$ cat config.mk
export PLATFORM = sky130hd
export DESIGN_NAME = div_unit_flat
export DESIGN_NICKNAME = d
export VERILOG_FILES = /design/src/rtl/div_unit_if.sv /design/src/rtl/div_unit.sv /design/src/flat_wrapper.sv
export SDC_FILE = /design/constraint.sdc
export NUM_CORES = 1
export LEC_CHECK = 0
export CORE_ASPECT_RATIO = 1.75
export CORE_MARGIN = 10
export CORE_UTILIZATION = 40
export DETAILED_ROUTE_END_ITERATION = 8
export MAX_ROUTING_LAYER = met4
export PLACE_DENSITY = 0.57
export SLEW_MARGIN = 15
export SYNTH_ARGS = -nofsm -noshare
export SYNTH_HDL_FRONTEND = slang
export SYNTH_SLANG_ARGS = --single-unit
$ cat constraint.sdc
create_clock -name clk -period 10.3 [get_ports clk]
set_input_delay 1.03 -clock clk [delete_from_list [all_inputs] [get_ports clk]]
set_output_delay 1.03 -clock clk [all_outputs]
set_load 0.03 [all_outputs]
$ cat src/rtl/div_unit_if.sv
// Divider request/response bundle between EX decode (master) and div_unit (slave).
interface div_unit_if #(
  parameter int DATA_W = 32
);
  logic                start_i;
  logic                signed_i;
  logic [DATA_W-1:0]   opdata1_i;
  logic [DATA_W-1:0]   opdata2_i;
  logic                annul_i;
  logic [2*DATA_W-1:0] result_o;
  logic                ready_o;
  logic                stallreq_o;

  modport master (
    output start_i, signed_i, opdata1_i, opdata2_i, annul_i,
    input  result_o, ready_o, stallreq_o
  );

  modport slave (
    input  start_i, signed_i, opdata1_i, opdata2_i, annul_i,
    output result_o, ready_o, stallreq_o
  );
endinterface

$ cat src/rtl/div_unit.sv
// Radix-2 restoring divider for DIV/DIVU; one quotient bit per cycle.
// Holds the pipeline via stallreq_o while a divide is in flight.
module div_unit #(
  parameter int DATA_W = 32
) (
  input  logic     clk,
  input  logic     rst,
  div_unit_if.slave bus
);
  localparam int CNT_W = $clog2(DATA_W) + 1;

  typedef enum logic [1:0] {S_IDLE, S_DIVZERO, S_ON, S_END} state_t;

  state_t              r_state, w_next;
  logic [DATA_W-1:0]   r_dividend;   // magnitude, shifted left one bit per iteration
  logic [DATA_W-1:0]   r_divisor;    // magnitude
  logic [DATA_W:0]     r_rem;        // partial remainder, one guard bit
  logic [DATA_W-1:0]   r_quot;
  logic [CNT_W-1:0]    r_cnt;
  logic                r_sign1, r_sign2;
  logic [2*DATA_W-1:0] r_result;
  logic                r_ready;

  logic                w_stall, w_load, w_iter;
  logic [DATA_W:0]     w_shift, w_diff, w_rem_nx;
  logic                w_ge;
  logic [DATA_W-1:0]   w_quot_nx, w_q_fix, w_r_fix;
  logic                w_neg1, w_neg2;

  assign bus.result_o   = r_result;
  assign bus.ready_o    = r_ready;
  assign bus.stallreq_o = w_stall;

  // One restoring step: shift in the next dividend bit, trial-subtract.
  // The remainder stays below the divisor, so the guard bit is a valid sign.
  assign w_shift   = {r_rem[DATA_W-1:0], r_dividend[DATA_W-1]};
  assign w_diff    = w_shift - {1'b0, r_divisor};
  assign w_ge      = ~w_diff[DATA_W];
  assign w_rem_nx  = w_ge ? w_diff : w_shift;
  assign w_quot_nx = {r_quot[DATA_W-2:0], w_ge};

  // Sign fix-up on the final step: quotient negative if signs differ,
  // remainder follows the dividend. Overflow case wraps naturally.
  assign w_q_fix = (r_sign1 ^ r_sign2) ? (~w_quot_nx + 1'b1) : w_quot_nx;
  assign w_r_fix = r_sign1 ? (~w_rem_nx[DATA_W-1:0] + 1'b1) : w_rem_nx[DATA_W-1:0];

  assign w_neg1 = bus.signed_i & bus.opdata1_i[DATA_W-1];
  assign w_neg2 = bus.signed_i & bus.opdata2_i[DATA_W-1];

  // State register
  always_ff @(posedge clk) begin
    if (rst) r_state <= S_IDLE;
    else     r_state <= w_next;
  end

  // Next-state decode, stall request and datapath strobes
  always_comb begin
    w_next  = r_state;
    w_stall = 1'b0;
    w_load  = 1'b0;
    w_iter  = 1'b0;
    case (r_state)
      S_IDLE: begin
        if (bus.start_i && !bus.annul_i) begin
          w_stall = 1'b1;
          if (bus.opdata2_i == '0) begin
            w_next = S_DIVZERO;
          end else begin
            w_next = S_ON;
            w_load = 1'b1;
          end
        end
      end
      S_DIVZERO: begin
        w_stall = 1'b1;
        w_next  = bus.annul_i ? S_IDLE : S_END;
      end
      S_ON: begin
        w_stall = 1'b1;
        if (bus.annul_i) begin
          w_next = S_IDLE;
        end else begin
          w_iter = 1'b1;
          if (r_cnt == CNT_W'(DATA_W - 1)) w_next = S_END;
        end
      end
      S_END: begin
        if (!bus.start_i) w_next = S_IDLE;
      end
      default: w_next = S_IDLE;
    endcase
    if (rst) w_stall = 1'b0;
  end

  // Operand latch, iteration datapath and result/ready registers
  always_ff @(posedge clk) begin
    if (rst) begin
      r_dividend <= '0;
      r_divisor  <= '0;
      r_rem      <= '0;
      r_quot     <= '0;
      r_cnt      <= '0;
      r_sign1    <= 1'b0;
      r_sign2    <= 1'b0;
      r_result   <= '0;
      r_ready    <= 1'b0;
    end else begin
      if (w_load) begin
        r_dividend <= w_neg1 ? (~bus.opdata1_i + 1'b1) : bus.opdata1_i;
        r_divisor  <= w_neg2 ? (~bus.opdata2_i + 1'b1) : bus.opdata2_i;
        r_sign1    <= w_neg1;
        r_sign2    <= w_neg2;
        r_rem      <= '0;
        r_quot     <= '0;
        r_cnt      <= '0;
      end
      if (w_iter) begin
        r_dividend <= {r_dividend[DATA_W-2:0], 1'b0};
        r_rem      <= w_rem_nx;
        r_quot     <= w_quot_nx;
        r_cnt      <= r_cnt + 1'b1;
      end
      if (r_state == S_ON && w_next == S_END)
        r_result <= {w_r_fix, w_q_fix};
      else if (r_state == S_DIVZERO && w_next == S_END)
        r_result <= '0;
      r_ready <= (w_next == S_END);
    end
  end
endmodule
$ cat src/flat_wrapper.sv
// flat-port wrapper written by rule: the top's interface ports become plain ports
module div_unit_flat 
#(
  parameter int DATA_W = 32
)
  (clk, rst, bus_start_i, bus_signed_i, bus_opdata1_i, bus_opdata2_i, bus_annul_i, bus_result_o, bus_ready_o, bus_stallreq_o);
  div_unit_if #(.DATA_W(DATA_W)) bus_i ();
  input  logic clk;
  input  logic rst;
  input wire logic [$bits(bus_i.start_i)-1:0] bus_start_i;
  input wire logic [$bits(bus_i.signed_i)-1:0] bus_signed_i;
  input wire logic [$bits(bus_i.opdata1_i)-1:0] bus_opdata1_i;
  input wire logic [$bits(bus_i.opdata2_i)-1:0] bus_opdata2_i;
  input wire logic [$bits(bus_i.annul_i)-1:0] bus_annul_i;
  output wire logic [$bits(bus_i.result_o)-1:0] bus_result_o;
  output wire logic [$bits(bus_i.ready_o)-1:0] bus_ready_o;
  output wire logic [$bits(bus_i.stallreq_o)-1:0] bus_stallreq_o;
  assign bus_i.start_i = bus_start_i;
  assign bus_i.signed_i = bus_signed_i;
  assign bus_i.opdata1_i = bus_opdata1_i;
  assign bus_i.opdata2_i = bus_opdata2_i;
  assign bus_i.annul_i = bus_annul_i;
  assign bus_result_o = bus_i.result_o;
  assign bus_ready_o = bus_i.ready_o;
  assign bus_stallreq_o = bus_i.stallreq_o;
  div_unit #(.DATA_W(DATA_W)) u_core (.clk(clk), .rst(rst), .bus(bus_i));
endmodule
==> impl_metrics.json, run 1 <==
{
  "status": "complete, no violations",
  "grt_overflow_total": 0,
  "setup_viol": 0,
  "wl_mm": 38.1,
  "max_freq_mhz": 153,
  "worst_slew_pin_slew_ps": 1030,
  "postCtsSetupBuffers": 0,
  "seq_area_frac_synth_pct": 31.9,
  "antenna_left": 0,
  "power.leakage_nw": 5.51,
  "route.detailed.drc": 0,
  "cts_root_buf": "clkbuf_16",
  "ys_seq_elements": 202,
  "fill_cells": 3161,
  "slew_headroom_pct": 31.6,
  "avgSynthCellArea_um2": 7.64,
  "synth_nets": 1772,
  "cts_made_buffers": 22,
  "htree_levels": 1,
  "final.period_utilization_pct": 63.6,
  "clkTransAtPathRegs_ps": 60,
  "gp_congestion": 0.904,
  "total_power_mw": 2.94,
  "critPathRequiredTime_ps": 10710,
  "worstPathArrival_ps": 6960,
  "path_common_cell": "inv_1",
  "clk_path_buf_depth": 3,
  "path_delay_family": "simple AND/OR/NAND/NOR gates",
  "power_density_mw_per_mm2": 196,
  "layout-drive-gt1-share_pct": 5.00,
  "slew_viol_final": 0,
  "synth_flop_cell": "dfxtp_1",
  "grt_pass1_wl_mm": 60.6,
  "port-buffer-count": 134,
  "cts_resized": 0,
  "maxCapViolCount": 0,
  "async_flop_share_pct": 0,
  "antennaDiodeCount": 0,
  "pin_count": 135,
  "syn_inst": 1660,
  "postCtsHoldBufs": 0,
  "fin_crit_ps": 6550,
  "fin_skew_ps": 11.7,
  "end_kind": "register",
  "core_area_mm2": 0.0314,
  "rsz0062_at_grt": "false",
  "fp.dieH_um": 256,
  "slowest_stage": "and2_4",
  "antenna_found_initial": 0,
  "dr.pass1.iters": 4,
  "area_growth_pct": 18.2,
  "start_kind": "register",
  "grt_max_degree": 97,
  "crit_type": "reg -> reg",
  "cp_max_fo": 49,
  "grt_usage_pct": 18.8,
  "initial_core_util_pct": 40.4,
  "nets": 1837,
  "drtIter0Drc": 376,
  "hold_violations": 0,
  "multiInputGateArea_mm2": 0.00802,
  "synth_area_mm2": 0.0127,
  "fin_tns_setup_ps": 0,
  "hold_class": "reg -> reg",
  "vias": 12000,
  "hpwl_mm": 28.3,
  "regArea_mm2": 0.00404,
  "clock_sinks": 202,
  "insertion_delay_ps": 520,
  "grt_pass1_vias": 11900,
  "fin_util_pct": 47.7,
  "wire_per_inst_um": 17.9,
  "vias_per_cell": 5.60,
  "synth_cell_type_count": 76,
  "worst_ir_drop_vdd_mv": 0.120,
  "die_x_um": 155,
  "cp_num_buf_inv": 5,
  "die_area_mm2": 0.0395,
  "synth_edf_count": 0,
  "cts_tree": "done",
  "ys_warn_count": 0,
  "max_stage_delay_ps": 730,
  "rows": 86
}
cells by family (layout without fill, tap and decap cells):
logic type | Yosys count | count (layout) | synth area share (%)
xor+xnor | 138 | 138 | 9.53
flops | 202 | 202 | 31.9
compound gates | 482 | 482 | 25.1
buf+inv | 169 | 249 | 5.18
fa+ha+maj | 43 | 43 | 4.30
mux | 31 | 31 | 2.68
simple gates | 595 | 595 | 21.3
Yosys cell counts, types with 10 or more instances:
| cell type | count | area, um^2 |
|---|---|---|
| and3_1 | 10 | 62.6 |
| clkbuf_1 | 81 | 304 |
| nor4_1 | 17 | 106 |
| nor3_1 | 30 | 150 |
| a211oi_1 | 35 | 263 |
| a31oi_1 | 29 | 181 |
| buf_1 | 14 | 52.6 |
| o41ai_1 | 11 | 96.3 |
| inv_1 | 62 | 233 |
| mux2i_1 | 25 | 250 |
| a21oi_1 | 153 | 766 |
| nand3_1 | 59 | 295 |
| o211ai_1 | 38 | 285 |
| xor2_1 | 78 | 683 |
| ha_1 | 42 | 526 |
| nand2_1 | 205 | 769 |
| dfxtp_1 | 202 | 4040 |
| nor2b_1 | 11 | 68.8 |
| xnor2_1 | 60 | 526 |
| o21ai_0 | 63 | 315 |
| nor2_1 | 192 | 721 |
| a22o_1 | 29 | 254 |
| o31ai_1 | 20 | 150 |
| o21a_1 | 10 | 75.1 |
| a21o_1 | 12 | 90.1 |
| a22oi_1 | 36 | 270 |
state kept, by name (all words and copies together), names as in the netlist:
name,count
u_core.bus.result_o,64
u_core.r_quot,31
u_core.r_cnt,6
u_core.r_rem,32
u_core.r_state,2
u_core.r_sign1,1
u_core.r_divisor,32
u_core.r_sign2,1
u_core.r_dividend,32
u_core.bus.ready_o,1
path summary, 6_finish.rpt:
check | start | endpoint | slack, ps | cells past startpoint
min reg2reg | u_core.r_dividend[22] | u_core.r_dividend[23] | 450 | 2
max reg2reg | u_core.r_dividend[31] | u_core.bus.result_o[58] | 3750 | 25
min | u_core.r_dividend[22] | u_core.r_dividend[23] | 450 | 2
max | u_core.r_dividend[31] | u_core.bus.result_o[58] | 3750 | 25
through the flow:
| stage | setup WS [ps] | cells | hold slack [ps] | instance area, um^2 |
|---|---|---|---|---|
| finish | 3750 | 2136 | 453 | 15000 |
| global route | 3110 | 2136 | 476 | 15000 |
| CTS | 3720 | 2136 | 452 | 15000 |
| detailed placement | 3770 | 2097 | 446 | 14200 |
| global placement | 3900 | 2097 | 441 | 14200 |
| floorplan | 4860 | 1660 | 431 | 12700 |
worst reg2reg max path, delay by kind of cell (launching register included):
family	cells	cell delay (ps)
mux	1	260
buf+inv	5	780
compound gates	7	1750
fa+ha+maj	3	800
xor+xnor	1	100
simple gates	8	2420
flops	1	340
where the power goes:
part	switching, mW	internal, mW	total, mW
clock	0.329	0.512	0.841
sequential	0.0324	0.841	0.874
combinational	0.797	0.425	1.22
routing by layer:
metal,track usage [%],share of wire [%],vias to the layer above
met5,-,0,-
met4,6.71,3.1,0
met3,2.10,3.0,66
met2,35.5,54,228
met1,19.3,40,5610
li1,-,-,6047
cells in the final DEF (no fill, tap or decap), types with 10 or more instances in the layout:
master / n
clkdlybuf4s50_1: 133
a21o_1: 12
nor2b_1: 10
buf_4: 14
nor4_1: 17
a31oi_1: 29
nand2_1: 205
a22oi_1: 36
o21a_1: 10
xor2_1: 78
xnor2_1: 60
o41ai_1: 11
dfxtp_1: 202
nor3_1: 29
a211oi_1: 35
o21ai_0: 63
a22o_1: 29
nand3_1: 58
mux2i_1: 25
o31ai_1: 20
a21oi_1: 153
clkbuf_16: 23
o211ai_1: 38
nor2_1: 190
inv_1: 62
ha_1: 42
layout make-up:
cell class,count,share of cell area [%]
Clock inverter,6,0.701
Clock buffer,33,4.36
Inverter,63,1.58
Timing Repair Buffer,147,9.58
Tap cell,396,3.30
Sequential cell,202,27.0
Multi-Input combinational cell,1289,53.5
Note: power is estimated with default switching activity, not from simulation.
==> run 2, diff against run 1 <==
Settings changed: PLACE_DENSITY 0.57 to 0.59.
Clock period 10.3 ns to 5.4 ns, I/O delays scaled along.
==> run 2 against run 1 <==
  * Via count grew 1.1%
  * Critical path type unchanged
  * Combinational power rose by 100%
  * Clock-buffer cell count down 4
  * First-iteration DRC count grew 32%
  * Critical endpoint is now u_core.bus.result_o[62]
==> impl_metrics.json, run 2 (synthesis gave the netlist of run 1 again) <==
{
  "vias": 12100,
  "worstPathArrival_ps": 5480,
  "end_kind": "register",
  "pwr-share-comb_pct": 42.9,
  "area_growth_pct": 20.2,
  "pre_cts_slack_ps": 68.0,
  "min_to": "u_core.r_dividend[2]",
  "dr.pass1.iters": 4,
  "antennaDiodeCount": 0,
  "start_kind": "register",
  "hold_violations": 0,
  "antenna_found_initial": 0,
  "netSwitchingPower_mw": 2.30,
  "drtIter0Drc": 495,
  "placed_area_mm2": 0.0144,
  "gp_congestion": 0.901,
  "port-buffer-count": 134,
  "die_x_um": 155,
  "final_common_cell": "nand2_1",
  "max_stage_delay_ps": 530,
  "slew_headroom_pct": 29.6,
  "core_area_mm2": 0.0314,
  "largest_register_ffs": 64,
  "min_path_cells": 2,
  "hpwl_mm": 29.2,
  "grt_pass1_wl_mm": 62.2,
  "slowest_stage": "or4b_4",
  "worst_slack_ps": 330,
  "p_sw_share_pct": 40.1,
  "antenna_left": 0,
  "route.detailed.drc": 0,
  "wire_per_inst_um": 17.9,
  "path_cells": "inv_1 -> ha_1 -> inv_1 -> fa_2 -> a211oi_4 -> nor3_2 -> o21ai_4 -> a211oi_2 -> or4_4 -> and2_4 -> mux2i_2 -> ha_2 -> inv_1 -> nor2_1 -> nor4b_4 -> or4b_4 -> nor4b_4 -> mux2_4 -> nand3_4 -> o41ai_4 -> xnor2_1 -> a22o_1",
  "power.leakage_nw": 5.62,
  "cts_root_buf": "clkbuf_16",
  "grt_usage_pct": 19.2,
  "clkTransAtPathRegs_ps": 70,
  "status": "complete, no violations",
  "final.period_utilization_pct": 93.9,
  "worst_ir_drop_vdd_mv": 0.262,
  "htree_levels": 1,
  "clock_power_share_pct": 28.1,
  "cts_made_buffers": 22,
  "r2r-start": "u_core.r_dividend[31]",
  "reg2reg_to": "u_core.bus.result_o[62]",
  "grt_overflow_total": 0,
  "hold_class": "reg -> reg",
  "cts_tree": "done",
  "slew_viol_final": 0,
  "worst_slew_pin_slew_ps": 1060,
  "initial_core_util_pct": 40.4,
  "r2r_cells": 22,
  "clock_sinks": 202,
  "vias_per_cell": 5.61,
  "total_power_mw": 5.75,
  "rows": 86,
  "path_delay_family": "simple AND/OR/NAND/NOR gates",
  "max_freq_mhz": 197,
  "grt_pass1_vias": 12300,
  "p_seq_share_pct": 29.0,
  "maxCapViolCount": 0,
  "path_common_cell": "inv_1",
  "layout-drive-gt1-share_pct": 6.77,
  "crit_type": "reg -> reg",
  "cp_max_fo": 7,
  "hp-start": "u_core.r_dividend[1]",
  "wl_mm": 38.6,
  "nets": 1856,
  "power_density_mw_per_mm2": 377,
  "pin_count": 135,
  "critPathRequiredTime_ps": 5810,
  "most-common-layout-cells": "nand2_1 (205), dfxtp_1 (201), nor2_1 (190)",
  "clk_path_buf_depth": 3,
  "grt_max_degree": 78,
  "setup_viol": 0,
  "internal-power_mw": 3.44,
  "fin_skew_ps": 19.1,
  "fin_area_mm2": 0.0152,
  "fin_crit_ps": 5070,
  "cp_num_buf_inv": 3,
  "insertion_delay_ps": 520,
  "fp.dieH_um": 256,
  "r2r_setup_slack_ps": 330,
  "die_area_mm2": 0.0395
}
run 2: cell types whose count changed in the layout (fill, tap and decap cells not counted), sizes merged:
cell	change
buf	+19
inv	+2
clkinv	+1
clkbuf	-4
clkinvlp	+1
run 2: layout make-up:
cell class | count | area [um^2]
Clock inverter | 10 | 139
Fill cell | 3171 | 16200
Tap cell | 396 | 495
Multi-Input combinational cell | 1289 | 8110
Clock buffer | 29 | 618
Inverter | 63 | 239
Sequential cell | 202 | 4050
Timing Repair Buffer | 166 | 1590
run 2: how the worst max path moves through the flow:
stage | from | end | slack (ps) | cells after the start
floorplan | u_core.r_dividend[31] | u_core.bus.result_o[60] | 50 | 25
global placement | u_core.r_dividend[31] | u_core.bus.result_o[60] | 260 | 24
detailed placement | u_core.r_dividend[31] | u_core.bus.result_o[60] | 70 | 24
CTS | u_core.r_dividend[31] | u_core.bus.result_o[60] | 30 | 24
global route | u_core.r_dividend[31] | u_core.bus.result_o[62] | -20 | 24
finish | u_core.r_dividend[31] | u_core.bus.result_o[62] | 330 | 22
run 2: repair_timing:
action | 4_1_cts | 5_1_grt
buffers inserted | 0 | 1
setup endpoints to repair | 0 | 8
hold buffers | 0 | 0
gates resized for setup | 0 | 16
run 2: metal layers:
layer | vias up | GRT usage, % | share of wire [%]
li1 | 6082 | - | -
met1 | 5666 | 19.5 | 39
met2 | 263 | 36.4 | 54
met3 | 73 | 2.51 | 3.9
met4 | 0 | 6.58 | 3.1
met5 | - | - | 0
run 2: worst min-delay path, stage by stage, from the launching register on:
cell     delay, ps
dfxtp_1        310
nand2_1         50
a21oi_1         50
run 2: metrics by stage:
step	setup TNS, ps	util (%)	hold WS [ps]	instances
global route	-23.9	48.5	464	2155
global placement	0	45.8	439	2115
floorplan	0	-	431	1660
detailed placement	0	45.8	445	2115
CTS	0	48.2	455	2154
finish	0	48.5	452	2155
run 2: power groups by stage:
stage | clock, mW | combinational, mW | sequential, mW
6_report | 1.62 | 2.47 | 1.67
5_1_grt | 1.70 | 2.71 | 1.68
4_1_cts | 1.66 | 2.40 | 1.66
3_5_place_dp | 0 | 2.39 | 1.70
3_3_place_gp | 0 | 2.38 | 1.69
2_1_floorplan | 0 | 1.71 | 1.69
==> run 3, diff against run 2 <==
Settings changed: CORE_MARGIN 10 to 5.
==> run 3 against run 2 <==
  * Die area shrank 10%
  * Worst setup slack lost 120 ps
  * Routed wire length down 5.0%
  * Largest power group unchanged
  * Cell count about the same
  * Combinational power fell by 2%
==> impl_metrics.json, run 3 (synthesis gave the netlist of run 1 again) <==
{
  "antenna_found_initial": 0,
  "fin_skew_ps": 14.3,
  "hpwl_mm": 27.6,
  "hp-start": "u_core.r_dividend[9]",
  "path_delay_family": "simple AND/OR/NAND/NOR gates",
  "maxCapViolCount": 0,
  "min_path_cells": 2,
  "start_kind": "register",
  "vias_per_cell": 5.55,
  "cts_made_buffers": 22,
  "max_freq_mhz": 193,
  "die_x_um": 145,
  "clk_path_buf_depth": 3,
  "hold_violations": 0,
  "insertion_delay_ps": 520,
  "grt_pass1_wl_mm": 59.4,
  "drtIter0Drc": 457,
  "fin_cells": 2153,
  "grt_max_degree": 88,
  "max_stage_delay_ps": 540,
  "port-buffer-count": 134,
  "path_cells": "ha_1 -> inv_1 -> fa_1 -> a211oi_4 -> nor3_2 -> o21ai_4 -> a211oi_2 -> or4_4 -> and2_4 -> mux2i_2 -> ha_2 -> inv_1 -> nor2_1 -> nor4b_2 -> or4b_1 -> nor4b_1 -> mux2_2 -> nand3_4 -> o41ai_4 -> xnor2_1 -> a22o_1",
  "min_to": "u_core.r_dividend[10]",
  "route.detailed.drc": 0,
  "grt_usage_pct": 20.9,
  "slew_headroom_pct": 34.4,
  "core_area_mm2": 0.0314,
  "fp.dieH_um": 246,
  "fin_crit_ps": 5190,
  "r2r_setup_slack_ps": 210,
  "cp_max_fo": 7,
  "nets": 1856,
  "placed_area_mm2": 0.0144,
  "worst_slew_pin_slew_ps": 984,
  "cp_num_buf_inv": 2,
  "final.period_utilization_pct": 96.1,
  "power_density_mw_per_mm2": 378,
  "worstPathArrival_ps": 5600,
  "final_common_cell": "nand2_1",
  "fin_area_mm2": 0.0152,
  "setup_viol": 0,
  "clkTransAtPathRegs_ps": 60,
  "grt_pass1_vias": 11800,
  "wl_mm": 36.7,
  "placed_cells_incl_taps": 2116,
  "cts_root_buf": "clkbuf_16",
  "wire_per_inst_um": 17.0,
  "rows": 86,
  "cts_tree": "done",
  "slew_viol_final": 0,
  "path_common_cell": "inv_1",
  "area_growth_pct": 20.2,
  "gp_congestion": 0.897,
  "antenna_left": 0,
  "r2r-start": "u_core.r_divisor[0]",
  "hold_class": "reg -> reg",
  "worst_ir_drop_vdd_mv": 0.275,
  "antennaDiodeCount": 0,
  "vias": 12000,
  "layout-drive-gt1-share_pct": 6.37,
  "reg2reg_to": "u_core.bus.result_o[62]",
  "end_kind": "register",
  "die_area_mm2": 0.0355,
  "fin_util_pct": 48.5,
  "power.leakage_nw": 5.63,
  "pin_count": 135,
  "status": "complete, no violations",
  "postCtsSetupBuffers": 0,
  "dr.pass1.iters": 6,
  "largest_register_ffs": 64,
  "r2r_cells": 21,
  "most-common-layout-cells": "nand2_1 (205), dfxtp_1 (202), nor2_1 (190)",
  "initial_core_util_pct": 40.4,
  "critPathRequiredTime_ps": 5810,
  "clock_sinks": 202,
  "crit_type": "reg -> reg",
  "grt_overflow_total": 0,
  "slowest_stage": "or4b_1",
  "htree_levels": 1
}
run 3: worst max-delay path by stage:
stage	start	to	slack, ps	depth (start not counted)
after floorplan	u_core.r_dividend[31]	u_core.bus.result_o[60]	50	25
after global placement	u_core.r_dividend[31]	u_core.bus.result_o[60]	270	22
after detailed placement	u_core.r_dividend[31]	u_core.bus.result_o[60]	170	22
after CTS	u_core.r_dividend[31]	u_core.bus.result_o[60]	160	22
after global routing	u_core.r_dividend[31]	u_core.bus.result_o[62]	-2	22
final	u_core.r_divisor[0]	u_core.bus.result_o[62]	210	21
run 3: area by class of cell:
| class | instances | area (um^2) |
|---|---|---|
| fillers | 3191 | 16200 |
| multi-input cells | 1289 | 8080 |
| flip-flops and latches | 202 | 4040 |
| repair buffers | 166 | 1590 |
| clock buffers | 31 | 656 |
| well taps | 396 | 495 |
| inverters | 63 | 236 |
| clock inverters | 6 | 130 |
run 3: report_power, final:
part	internal, mW	switching [mW]	total, mW
Sequential	1.60	0.0617	1.67
Combinational	0.868	1.56	2.43
Clock	1.03	0.630	1.66
run 3: tightest hold or removal path: stages, from the launching register on:
cell and delay [ps]:
dfxtp_1 310, nand2_1 50, a21oi_1 50
run 3: metal layers:
metal,vias up,global-route usage (%),routed length (um)
li1,6077,-,-
met1,5506,23.0,14400
met2,283,37.5,19100
met3,89,2.02,1440
met4,0,9.36,1770
met5,-,-,0
run 3: through the flow:
| stage | total power [mW] | TNS [ps] | setup WS [ps] | hold slack (ps) |
|---|---|---|---|---|
| 2_1_floorplan | 3.40 | 0 | 51.2 | 431 |
| 3_3_place_gp | 4.05 | 0 | 274 | 439 |
| 3_5_place_dp | 4.08 | 0 | 175 | 441 |
| 4_1_cts | 5.76 | 0 | 164 | 452 |
| 5_1_grt | 6.12 | -2.45 | -2.45 | 477 |
| 6_report | 5.75 | 0 | 209 | 451 |
run 3: repair_timing:
item / 4_1_cts / 5_1_grt
hold buffers: 0 / 0
resized for setup: 0 / 8
endpoints found under the setup margin: 0 / 3
